--- src/rtl/i2s_tx.sv ---
// I2S transmitter: latches one stereo pair per frame, serialises it MSB-first
// with BCLK/LRCLK derived from clk, and pulses sample_req on each latch.
//
// Ports:
//   clk, reset_n           system clock, async active-low reset
//   en                     run request, sampled at frame boundaries
//   sample_l_i, sample_r_i signed samples, captured at frame boundaries
//   bclk, lrclk, sdata     I2S bus (sdata/lrclk change on BCLK falling events)
//   sample_req             one-cycle pulse when the hold registers load
//   tone_i                 test-tone select (only with I2S_TX_TONE_EN)
//
// Optional feature macro: I2S_TX_TONE_EN adds a square-wave test tone
// (+/-TONE_AMP, sign flipping every TONE_HALF frames) selected by tone_i.
module i2s_tx #(
   parameter int CLK_DIV = 4,
   parameter int DATA_W  = 16,
`ifdef I2S_TX_TONE_EN
   parameter int TONE_HALF = 24,
   parameter logic signed [DATA_W-1:0] TONE_AMP = 16'sd8192,
`endif
   parameter int SLOT_W  = 32
) (
   input  logic              clk,
   input  logic              reset_n,
   input  logic              en,
`ifdef I2S_TX_TONE_EN
   input  logic              tone_i,
`endif
   input  logic [DATA_W-1:0] sample_l_i,
   input  logic [DATA_W-1:0] sample_r_i,
   output logic              bclk,
   output logic              lrclk,
   output logic              sdata,
   output logic              sample_req
);

   localparam int FRAME = 2 * SLOT_W;
   localparam int BW    = $clog2(FRAME);
   localparam int DCW   = (CLK_DIV > 1) ? $clog2(CLK_DIV) : 1;

   localparam logic [DCW-1:0] DIV_LAST = DCW'(CLK_DIV - 1);
   localparam logic [BW-1:0]  BIT_LAST = BW'(FRAME - 1);

   typedef enum logic {IDLE, RUN} state_t;

   state_t            state_q, state_d;
   logic [DCW-1:0]    div_cnt;
   logic [BW-1:0]     bit_cnt;
   logic [DATA_W-1:0] hold_l, hold_r;
   logic [DATA_W-1:0] load_l, load_r;

   logic tick, fall, wrap, load, stop;

   logic [BW-1:0]     bit_nxt, k;
   logic              lr_nxt, sd_nxt;
   logic [DATA_W-1:0] word, sh;

   // state register
   always_ff @(posedge clk or negedge reset_n) begin
      if (!reset_n) state_q <= IDLE;
      else          state_q <= state_d;
   end

   // next state
   always_comb begin
      state_d = state_q;
      unique case (state_q)
         IDLE:    if (en)   state_d = RUN;
         RUN:     if (stop) state_d = IDLE;
         default:           state_d = IDLE;
      endcase
   end

   // control strobes
   always_comb begin
      tick = 1'b0;
      fall = 1'b0;
      wrap = 1'b0;
      load = 1'b0;
      stop = 1'b0;
      if (state_q == RUN) begin
         tick = (div_cnt == DIV_LAST);
         fall = tick && bclk;
         wrap = fall && (bit_cnt == BIT_LAST);
         load = wrap && en;
         stop = wrap && !en;
      end
   end

   // next bit position and the data bit it carries
   always_comb begin
      bit_nxt = wrap ? '0 : bit_cnt + BW'(1);
      lr_nxt  = (bit_nxt >= BW'(SLOT_W));
      k       = lr_nxt ? bit_nxt - BW'(SLOT_W) : bit_nxt;
      word    = lr_nxt ? hold_r : hold_l;
      sh      = word << (k - BW'(1));
      sd_nxt  = 1'b0;
      if (k != '0 && k <= BW'(DATA_W)) sd_nxt = sh[DATA_W-1];
   end

`ifdef I2S_TX_TONE_EN
   localparam int TCW = (TONE_HALF > 1) ? $clog2(TONE_HALF) : 1;

   logic [TCW-1:0]    tone_cnt;
   logic              tone_neg;
   logic [DATA_W-1:0] tone_val;

   assign tone_val = tone_neg ? -TONE_AMP : TONE_AMP;
   assign load_l   = tone_i ? tone_val : sample_l_i;
   assign load_r   = tone_i ? tone_val : sample_r_i;

   // counts tone frames; sign flips after TONE_HALF loads
   always_ff @(posedge clk or negedge reset_n) begin
      if (!reset_n) begin
         tone_cnt <= '0;
         tone_neg <= 1'b0;
      end else if (state_q == IDLE || !tone_i) begin
         tone_cnt <= '0;
         tone_neg <= 1'b0;
      end else if (load) begin
         if (tone_cnt == TCW'(TONE_HALF - 1)) begin
            tone_cnt <= '0;
            tone_neg <= ~tone_neg;
         end else begin
            tone_cnt <= tone_cnt + TCW'(1);
         end
      end
   end
`else
   assign load_l = sample_l_i;
   assign load_r = sample_r_i;
`endif

   // datapath; IDLE and the stopping boundary force reset values
   always_ff @(posedge clk or negedge reset_n) begin
      if (!reset_n) begin
         div_cnt    <= '0;
         bit_cnt    <= BIT_LAST;
         bclk       <= 1'b0;
         lrclk      <= 1'b1;
         sdata      <= 1'b0;
         sample_req <= 1'b0;
         hold_l     <= '0;
         hold_r     <= '0;
      end else if (state_q == IDLE || stop) begin
         div_cnt    <= '0;
         bit_cnt    <= BIT_LAST;
         bclk       <= 1'b0;
         lrclk      <= 1'b1;
         sdata      <= 1'b0;
         sample_req <= 1'b0;
         hold_l     <= '0;
         hold_r     <= '0;
      end else begin
         sample_req <= load;
         if (tick) begin
            div_cnt <= '0;
            bclk    <= ~bclk;
         end else begin
            div_cnt <= div_cnt + DCW'(1);
         end
         if (fall) begin
            bit_cnt <= bit_nxt;
            lrclk   <= lr_nxt;
            sdata   <= sd_nxt;
         end
         if (load) begin
            hold_l <= load_l;
            hold_r <= load_r;
         end
      end
   end

endmodule

--- config.mk ---
export PLATFORM = sky130hd
export DESIGN_NAME = i2s_tx
export DESIGN_NICKNAME = d
export VERILOG_FILES = /design/src/rtl/i2s_tx.sv
export SDC_FILE = /design/constraint.sdc
export NUM_CORES = 1
export LEC_CHECK = 0
export BUFFER_PORTS_ARGS = -buffer_cell sky130_fd_sc_hd__buf_4
export CAP_MARGIN = 10
export CORE_ASPECT_RATIO = 0.7
export CORE_UTILIZATION = 50
export CTS_BUF_LIST = sky130_fd_sc_hd__clkbuf_8
export CTS_CLUSTER_SIZE = 10
export DETAILED_ROUTE_END_ITERATION = 10
export PLACE_DENSITY = 0.72
export SLEW_MARGIN = 15
export SYNTH_ARGS = -nofsm -noshare
export SYNTH_HDL_FRONTEND = slang
export SYNTH_SLANG_ARGS = --single-unit
--- constraint.sdc ---
create_clock -name clk -period 3.8 [get_ports clk]
set_input_delay 0.76 -clock clk [delete_from_list [all_inputs] [get_ports clk]]
set_output_delay 0.76 -clock clk [all_outputs]
set_load 0.01 [all_outputs]
# After elaboration in Yosys (flattened, before gate mapping)
# Cells that the tools add are included.
# Widths: inputs -> output; s select.
# totals
reg_bits	45
input_bits	35
output_inout_bits	4
wordCells	58
# op_classes
n_addsub	4
n_lt_le_gt_ge	2
eq_ne	2
n_shift	1
muxes	27
bitwise_logic	2
reduce_logical	11
# ops
op	count
$mux 16	5
$mux 6	4
$shl 16x6->16	1
$mux 1	15
$add 6x1->6 const B	1
$eq 6x6->1 const B	1
$ge 6x6->1 const B	1
$le 6x5->1 const B	1
$reduce_bool 2->1	3
$reduce_bool 6->1	1
$sub 6x1->6 const B	1
$sub 6x6->6 const B	1
$logic_and 1x1->1	5
$mux 2	2
$add 2x1->2 const B	1
$eq 2x2->1 const B	1
$not 1->1	2
$pmux 1 s2	1
$logic_not 1->1	1
$logic_or 1x1->1	1

# Depth between registers and ports, before layout
# Gate-level depths: netlist (run 1).
# logic_depth
depth_word	12
mapped_depth	12
depth_no_buf	11

# Worst setup path before layout (run 1)
# OpenSTA, ideal clock, no wires.
# synth_timing
kind	register to register
start	reg div_cnt[0]
end	reg sdata
setup_time_ns	0.137
arrival_ns	2.504
t_required_ns	3.663
setup_slack_ns	1.159
path_stages_with_launch	13
path_buffers	1
synth_period_minus_slack_ns	2.641
path_cell_list	dfrtp_1 > ha_1 > and4_1 > and2_1 > nor2_1 > inv_2 > ha_1 > clkbuf_1 > inv_1 > a211oi_1 > nor4_1 > nor4_1 > o32ai_1
# synth_between
elab_chain_len	12
word_cells_on_any_way	22
cone_classes	2 x add/sub; 2 x order compare; 1 x eq/ne; 1 x shift; 9 x mux; 7 x reduce/logical
# synth_lines
element	line	rtl
start, declared	47	logic [DCW-1:0] div_cnt;
start signal, assigned	160	div_cnt <= div_cnt + DCW'(1);
$eq 2x2->1 (*)	82	tick = (div_cnt == DIV_LAST);
$logic_and 1x1->1 (*)	83	fall = tick && bclk;
$logic_and 1x1->1	84	wrap = fall && (bit_cnt == BIT_LAST);
$mux 1	81	if (state_q == RUN) begin
$mux 6	92	bit_nxt = wrap ? '0 : bit_cnt + BW'(1);
$sub 6x6->6 / $ge 6x6->1 (equally long branches)	94, 93	
$mux 6	94	k = lr_nxt ? bit_nxt - BW'(SLOT_W) : bit_nxt;
$sub 6x1->6, or another cell as far along	96	sh = word << (k - BW'(1));
$shl 16x6->16 / $logic_and 1x1->1 (equally long branches)	96, 98	
$mux 1	98	if (k != '0 && k <= BW'(DATA_W)) sd_nxt = sh[DATA_W-1];
$mux 1	162	if (fall) begin
$mux 1	145	end else if (state_q == IDLE || stop) begin
end signal, assigned	165	sdata <= sd_nxt;
end, declared	33	output logic sdata,
# Every way passes the cells marked *; elsewhere a longest branch is shown, timed or not. The select of a mux whose other input is x is not followed.
# A chain may end at the register's enable or synchronous reset.

# Final worst setup path (run 1)
# layout_timing
start	reg bit_cnt[0]
end	reg sdata
# layout_between
elab_chain_len	11
word_cells_on_any_way	21
cone_classes	3 x add/sub; 2 x order compare; 1 x eq/ne; 1 x shift; 8 x mux; 6 x reduce/logical
# layout_lines
element	line	rtl
start, declared	48	logic [BW-1:0] bit_cnt;
start signal, assigned	163	bit_cnt <= bit_nxt;
parallel branches: the longest is 11 deep, another holds $add 6x1->6	-	
# Several ways; the timed one is not identified. The select of a mux whose other input is x is not followed.

==> results.md, run 1 <==
- Status: complete, no violations
- TritonCTS clock tree: built
- Iter 0 DRT Violations: 174
- Unique masters post-synth: 49
- Clk pwr share: ~16%
- Slew HR: 55.4%
- Mean post-synth cell area: around 11 µm²
- Largest net degree at the start of global routing: 46
- Ratio of final minimum period to clock period: between 80% and 90%
- Top Family by Delay on Critical Path: simple AND/OR/NAND/NOR gates
- WP buf/inv: 1
- Worst setup EP type: register
- Arr. time, crit path: about 3.3 ns
- Critical Path Fanout Max: 13
- Die Wd: 82.5 µm
- Synth Cell Area: 2270 µm²
- FP Rows: 20
- Via count: approximately 1.8k
- Synth Register Bits: 45
- Sequential share of the synthesized area: 50.1%
- Pleak: about 1.2 nW
- Area Overhead vs Synth: 18.6%
- FMAX: between 300 and 400 MHz
- Endpoints failing hold: 0
- Max-cap violations: 0
- R2r setup slk: 0.74 ns
- Final Net Count: around 280
- Crit path cell chain: ha_1, and4_1, and2_1, nor2_1, inv_2, ha_1, nor2b_1, a211oi_1, nor4_1, nor4_1, o32ai_1
- Clk_lat worst skew: approximately 0.30 ns
- Share of layout cells above drive strength 1: approximately 24%
- Post-synth EDFFs: 0
- Antenna viol nets, final: 0
- Initial antenna violation count: 0
- DPL Wire Length: ~3700 µm
- Fin Setup TNS: 0 ns
- Avg Vias per Cell: approximately 6.0
- Vias in the first global route: about 1.5k
- Max-slew violation count: 0
- CTS H-tree depth: 2
- Startpoint Class: register
- Initial Util: 52.1%
- Post-DP Area: approximately 2600 µm²
- Unrepaired setup endpoints after global routing: no
- Syn nets: roughly 250
- Flop pwr share: 37.8%
- CTS root buf: clkbuf_8
- GRT overflow: 0
- Commonest non-fill, non-tap cell in the layout: buf_4
- Hold buffer count at CTS: 0
- Sink Count: between 40 and 50
- CTS resizes: 0
- Required time of the critical path: ~4 ns
- Post-CTS Setup Inserts: 0
- Internal: ~1.3 mW
- Total track usage: between 20% and 30%
- Crit-path slowest cell: dfstp_2
- Top FF cell, synth: dfrtp_1
- Num CTS Buffers: 5
- Clock tree buffer depth: 2
- Post-Synthesis Cells: 210
- RD Place Congestion: about 0.90
- DRC errors left: 0
- PortBufs: 38
- Max VDD drop: 419 µV
- Sw frac: about 39%
- Comb pwr share: a little under half
- Most frequent cells in the layout: buf_4 (40), dfrtp_1 (38), a22o_1 (32)
- Final setup viols: 0
- Pwr/cell area: a little over 800 nW/µm²
- Tot Pwr: approximately 2.2 mW
- Worst-path clk slew: ~0.090 ns
- Non-Filler Cell Area, Final: roughly 2700 µm²
- HP Class: in -> async
- Final clock skew: 0.0108 ns
- WL final: 5120 µm
- Syn. warnings: 0
- WL/cell: approximately 17 µm
- Slew of the pin with the lowest slew margin: 0.669 ns
- Tmin final: ~3.1 ns
- First-pass GRT wire length: 8350 µm
- Crit Path Class: reg -> reg
- N_diodes: 0
- Core Box Area: 4350 µm²
- Ys async rst share: 100%
- Max incr delay on CP: 0.67 ns
- First-pass DRT Iterations: 4
- Die height: approximately 58 µm
- NetSw: ~0.86 mW
- Die area: around 4800 µm²
- IO Count: 39
==> sequential cells by signal, indices dropped and copies added, names as in the netlist <==
register,flops
hold_l,16
lrclk,1
div_cnt,2
sdata,1
hold_r,16
bclk,1
sample_req,1
state_q,1
bit_cnt,6
==> worst paths after layout <==
check	startpoint	endpoint	cells after the start
max	bit_cnt[0]$_DFFE_PN1P_	sdata$_DFFE_PN0P_	11
min	reset_n	hold_l[8]$_DFFE_PN0P_	1
max reg2reg	bit_cnt[0]$_DFFE_PN1P_	sdata$_DFFE_PN0P_	11
min reg2reg	div_cnt[0]$_DFF_PN0_	div_cnt[0]$_DFF_PN0_	1
max in group asynchronous	reset_n	lrclk$_DFFE_PN1P_	1
min in group clk	div_cnt[0]$_DFF_PN0_	div_cnt[0]$_DFF_PN0_	1
==> power groups by stage <==
stage | clock, mW | combinational (mW) | sequential [mW]
after floorplan | 0 | 0.814 | 0.756
after global placement | 0 | 0.985 | 0.825
after detailed placement | 0 | 0.982 | 0.829
after CTS | 0.367 | 0.989 | 0.824
after global routing | 0.389 | 1.10 | 0.852
final | 0.357 | 1.00 | 0.824
==> routing by layer <==
metal | track usage (%) | part of all wire, % | up-vias
met2 | 28.7 | 38 | 65
li1 | - | - | 868
met3 | 4.65 | 7.0 | 5
met5 | 0 | 0 | -
met4 | 4.51 | 0.74 | 0
met1 | 41.9 | 54 | 860
==> cell type report <==
type                       count  area (µm²)
clock buffer                   5        68.8
timing repair buffer          40         300
tap                           55        68.8
inverter                       4        15.0
multi-input combinational    148        1060
sequential                    45        1130
fill                         362        1670
clock inverter                 3        42.5
==> synth_stat cells (all sizes together) (2+ instances only) <==
cell / n / area, µm²
nor2b: 3 / 18.8
o21bai: 2 / 15.0
inv: 4 / 15.0
ha: 3 / 37.5
a31oi: 5 / 31.3
nand2: 19 / 71.3
xnor2: 4 / 35.0
o2111ai: 2 / 17.5
a22o: 32 / 280
dfrtp: 38 / 951
mux2i: 7 / 70.1
nand3: 9 / 50.1
a211oi: 7 / 52.6
and2: 5 / 33.8
nand4b: 2 / 17.5
nor3: 2 / 10.0
o211ai: 4 / 30.0
clkbuf: 10 / 37.5
or3: 2 / 17.5
xor2: 3 / 26.3
a21oi: 2 / 10.0
and3: 4 / 25.0
dfstp: 7 / 184
nand3b: 2 / 18.8
nor4: 2 / 12.5
nor2: 5 / 18.8
o21ai: 7 / 35.0
and4: 2 / 17.5
buf: 3 / 21.3
==> stage by stage <==
stage	utilization [%]	hold WS, ns	setup slack (ns)	std cells
after floorplan	-	0.415	1.16	210
after global placement	59.2	0.427	0.929	292
after detailed placement	59.2	0.434	0.788	292
after CTS	61.8	0.445	0.755	300
after global routing	61.8	0.471	0.457	300
final	61.8	0.445	0.744	300
==> cell families after synthesis <==
group           share of synthesized area, %
mux                                     3.09
compound gates                          24.6
fa+ha+maj                               1.66
buf+inv                                 3.26
simple gates                            14.6
flops                                   50.1
xor+xnor                                2.70
No activity file was read; power rests on OpenSTA's default activity.
==> run 2: changes to the inputs <==
- clock period: 3.8 -> 3.21 ns (I/O delays scaled with it)
==> results.md, run 2 (synthesized netlist as in run 1, its figures left out) <==
- Status: complete, no violations
- Inst Count DP: 292
- Area Overhead vs Synth: 19.9%
- Die height: between 50 and 60 µm
- First-pass GRT wire length: just under 9000 µm
- Arr. time, crit path: ~3.1 ns
- Hold buffer count at CTS: 0
- Met2 GRT Util: a little under a third
- Clk_lat worst skew: 0.30 ns
- R2r startpoint: bit_cnt[0]$_DFFE_PN1P_
- Startpoint Class: register
- N_diodes: 0
- Initial antenna violation count: 0
- Die Wd: a little over 80 µm
- CTS root buf: clkbuf_8
- Via count: between 1.5k and 2k
- Pwr/cell area: between 900 and 1000 nW/µm²
- Max-slew violation count: 0
- DRC errors left: 0
- FP Rows: 20
- Max VDD drop: between 600 and 700 µV
- Required time of the critical path: 3.41 ns
- Num CTS Buffers: 5
- IO Count: 39
- Flop pwr share: between 30% and 40%
- Slew HR: around three fifths
- WL final: 5380 µm
- First-pass DRT Iterations: 6
- Most frequent cells in the layout: buf_4 (43), dfrtp_1 (38), a22o_1 (32)
- Avg Vias per Cell: about 6.1
- Die area: 4810 µm²
- M1 GR Usage: 40.6%
- DPL Wire Length: around 3700 µm
- Worst-path clk slew: 0.09 ns
- Unrepaired setup endpoints after global routing: no
- Ratio of final minimum period to clock period: between 90% and 100%
- Pleak: 1.26 nW
- WL/cell: 17.7 µm
- Commonest non-fill, non-tap cell in the layout: buf_4
- Util after Layout: a little over three fifths
- Clock tree buffer depth: 2
- RD Place Congestion: 0.917
- Initial Util: a little over half
- Crit path cell chain: ha_2, and4_1, and2_1, nor2_1, inv_2, ha_1, nor2b_1, a211oi_1, nor4_1, nor4_1, o32ai_1
- GRT overflow: 0
- Slew of the pin with the lowest slew margin: a little over 0.6 ns
- RR Endpoint: sdata$_DFFE_PN0P_
- Endpoints failing hold: 0
- CTS H-tree depth: 2
- FILL cells: between 300 and 400
- Iter 0 DRT Violations: 204
- Crit path from: bit_cnt[0]$_DFFE_PN1P_
- Critical Path Fanout Max: 9
- Worst Setup EP: sdata$_DFFE_PN0P_
- Max incr delay on CP: ~0.61 ns
- Final setup viols: 0
- Worst r2r path cells: 11
- Core Box Area: between 4000 and 5000 µm²
- FMAX: ~340 MHz
- PortBufs: 38
- Crit-path slowest cell: dfstp_2
- Max-cap violations: 0
- NetSw: between 1 and 1.5 mW
- Tmin final: between 2 and 3 ns
- Fin Setup TNS: 0 ns
- Final Non-Filler Cells: 304
- Top cell by count, worst path: nor4_1
- TritonCTS clock tree: built
- Largest net degree at the start of global routing: 46
- Worst setup EP type: register
- Vias in the first global route: between 1.5k and 2k
- GRT Max-Usage Layer: met1
- Comb pwr share: ~47%
- Share of layout cells above drive strength 1: between 20% and 30%
- Final Net Count: 286
- Antenna viol nets, final: 0
- Internal: between 1.5 and 2 mW
- Largest regs: hold_l (16), hold_r (16), bit_cnt (6)
- Crit Path Class: reg -> reg
- Clk pwr share: 16.2%
- Global-route met3 utilization: 5.74%
- Sw frac: between 30% and 40%
- HP Class: in -> async
- Final clock skew: ~0.007 ns
- Total track usage: 24.8%
- R2r setup slk: between 0.3 and 0.4 ns
- Sink Count: 45
-- run 2: changes by cell type in the layout (fill, tap and decap cells not counted) --
cell and delta:
buf_4 +3, clkbuf_2 +1, ha_2 +1, ha_1 -1
clkinv_4 +1, inv_6 -1
-- run 2: repair_timing --
action                                  4_1_cts  5_1_grt
gates resized for setup                       0        1
buffers inserted                              0        4
endpoints found under the setup margin        0        1
-- run 2: through the flow --
stage	hold WS (ns)	setup WS [ns]	total power [mW]	area, µm²
after global routing	0.361	0.0572	2.83	2720
after CTS	0.347	0.217	2.59	2690
after global placement	0.423	0.360	2.14	2580
after floorplan	0.346	0.569	1.86	2270
final	0.326	0.301	2.65	2720
after detailed placement	0.450	0.249	2.15	2580
-- run 2: cell type report --
class / instances / area, µm² / area share, %
inverter: 4 / 15.0 / 0.552
sequential: 45 / 1130 / 41.7
multi-input combinational: 148 / 1060 / 39.0
tap: 55 / 68.8 / 2.53
clock inverter: 3 / 42.5 / 1.56
clock buffer: 5 / 68.8 / 2.53
timing repair buffer: 44 / 328 / 12.1
-- run 2: power by group through the flow --
stage          combinational (mW)  sequential (mW)  clock [mW]
2_1_floorplan               0.964            0.895           0
6_report                     1.25            0.970       0.428
4_1_cts                      1.18            0.972       0.436
5_1_grt                      1.38            0.993       0.466
3_5_place_dp                 1.17            0.981           0
3_3_place_gp                 1.16            0.977           0
-- run 2: worst min path at each step --
stage,start,end,slack [ns],depth (start not counted)
2_1_floorplan,reset_n,bclk$_DFFE_PN0P_,0.35,0
3_3_place_gp,div_cnt[0]$_DFF_PN0_,div_cnt[0]$_DFF_PN0_,0.42,1
3_5_place_dp,div_cnt[0]$_DFF_PN0_,div_cnt[0]$_DFF_PN0_,0.45,1
4_1_cts,reset_n,hold_l[3]$_DFFE_PN0P_,0.35,1
5_1_grt,reset_n,bclk$_DFFE_PN0P_,0.36,1
6_report,reset_n,bclk$_DFFE_PN0P_,0.33,1
-- run 2: per-layer routing --
layer  wire, µm  part of all wire [%]
met1       2710                    50
met2       2230                    41
met4         35                  0.65
met5          0                     0
met3        408                   7.6
-- run 2: worst max-delay path: cells and delay by family, from the launching register on --
family                     cells  cell delay [ns]
buffers and inverters          1             0.15
adders and majority gates      2             0.60
DFF                            1             0.61
and+or+nand+nor                6             1.10
AOI/OAI and AO/OA              2             0.34
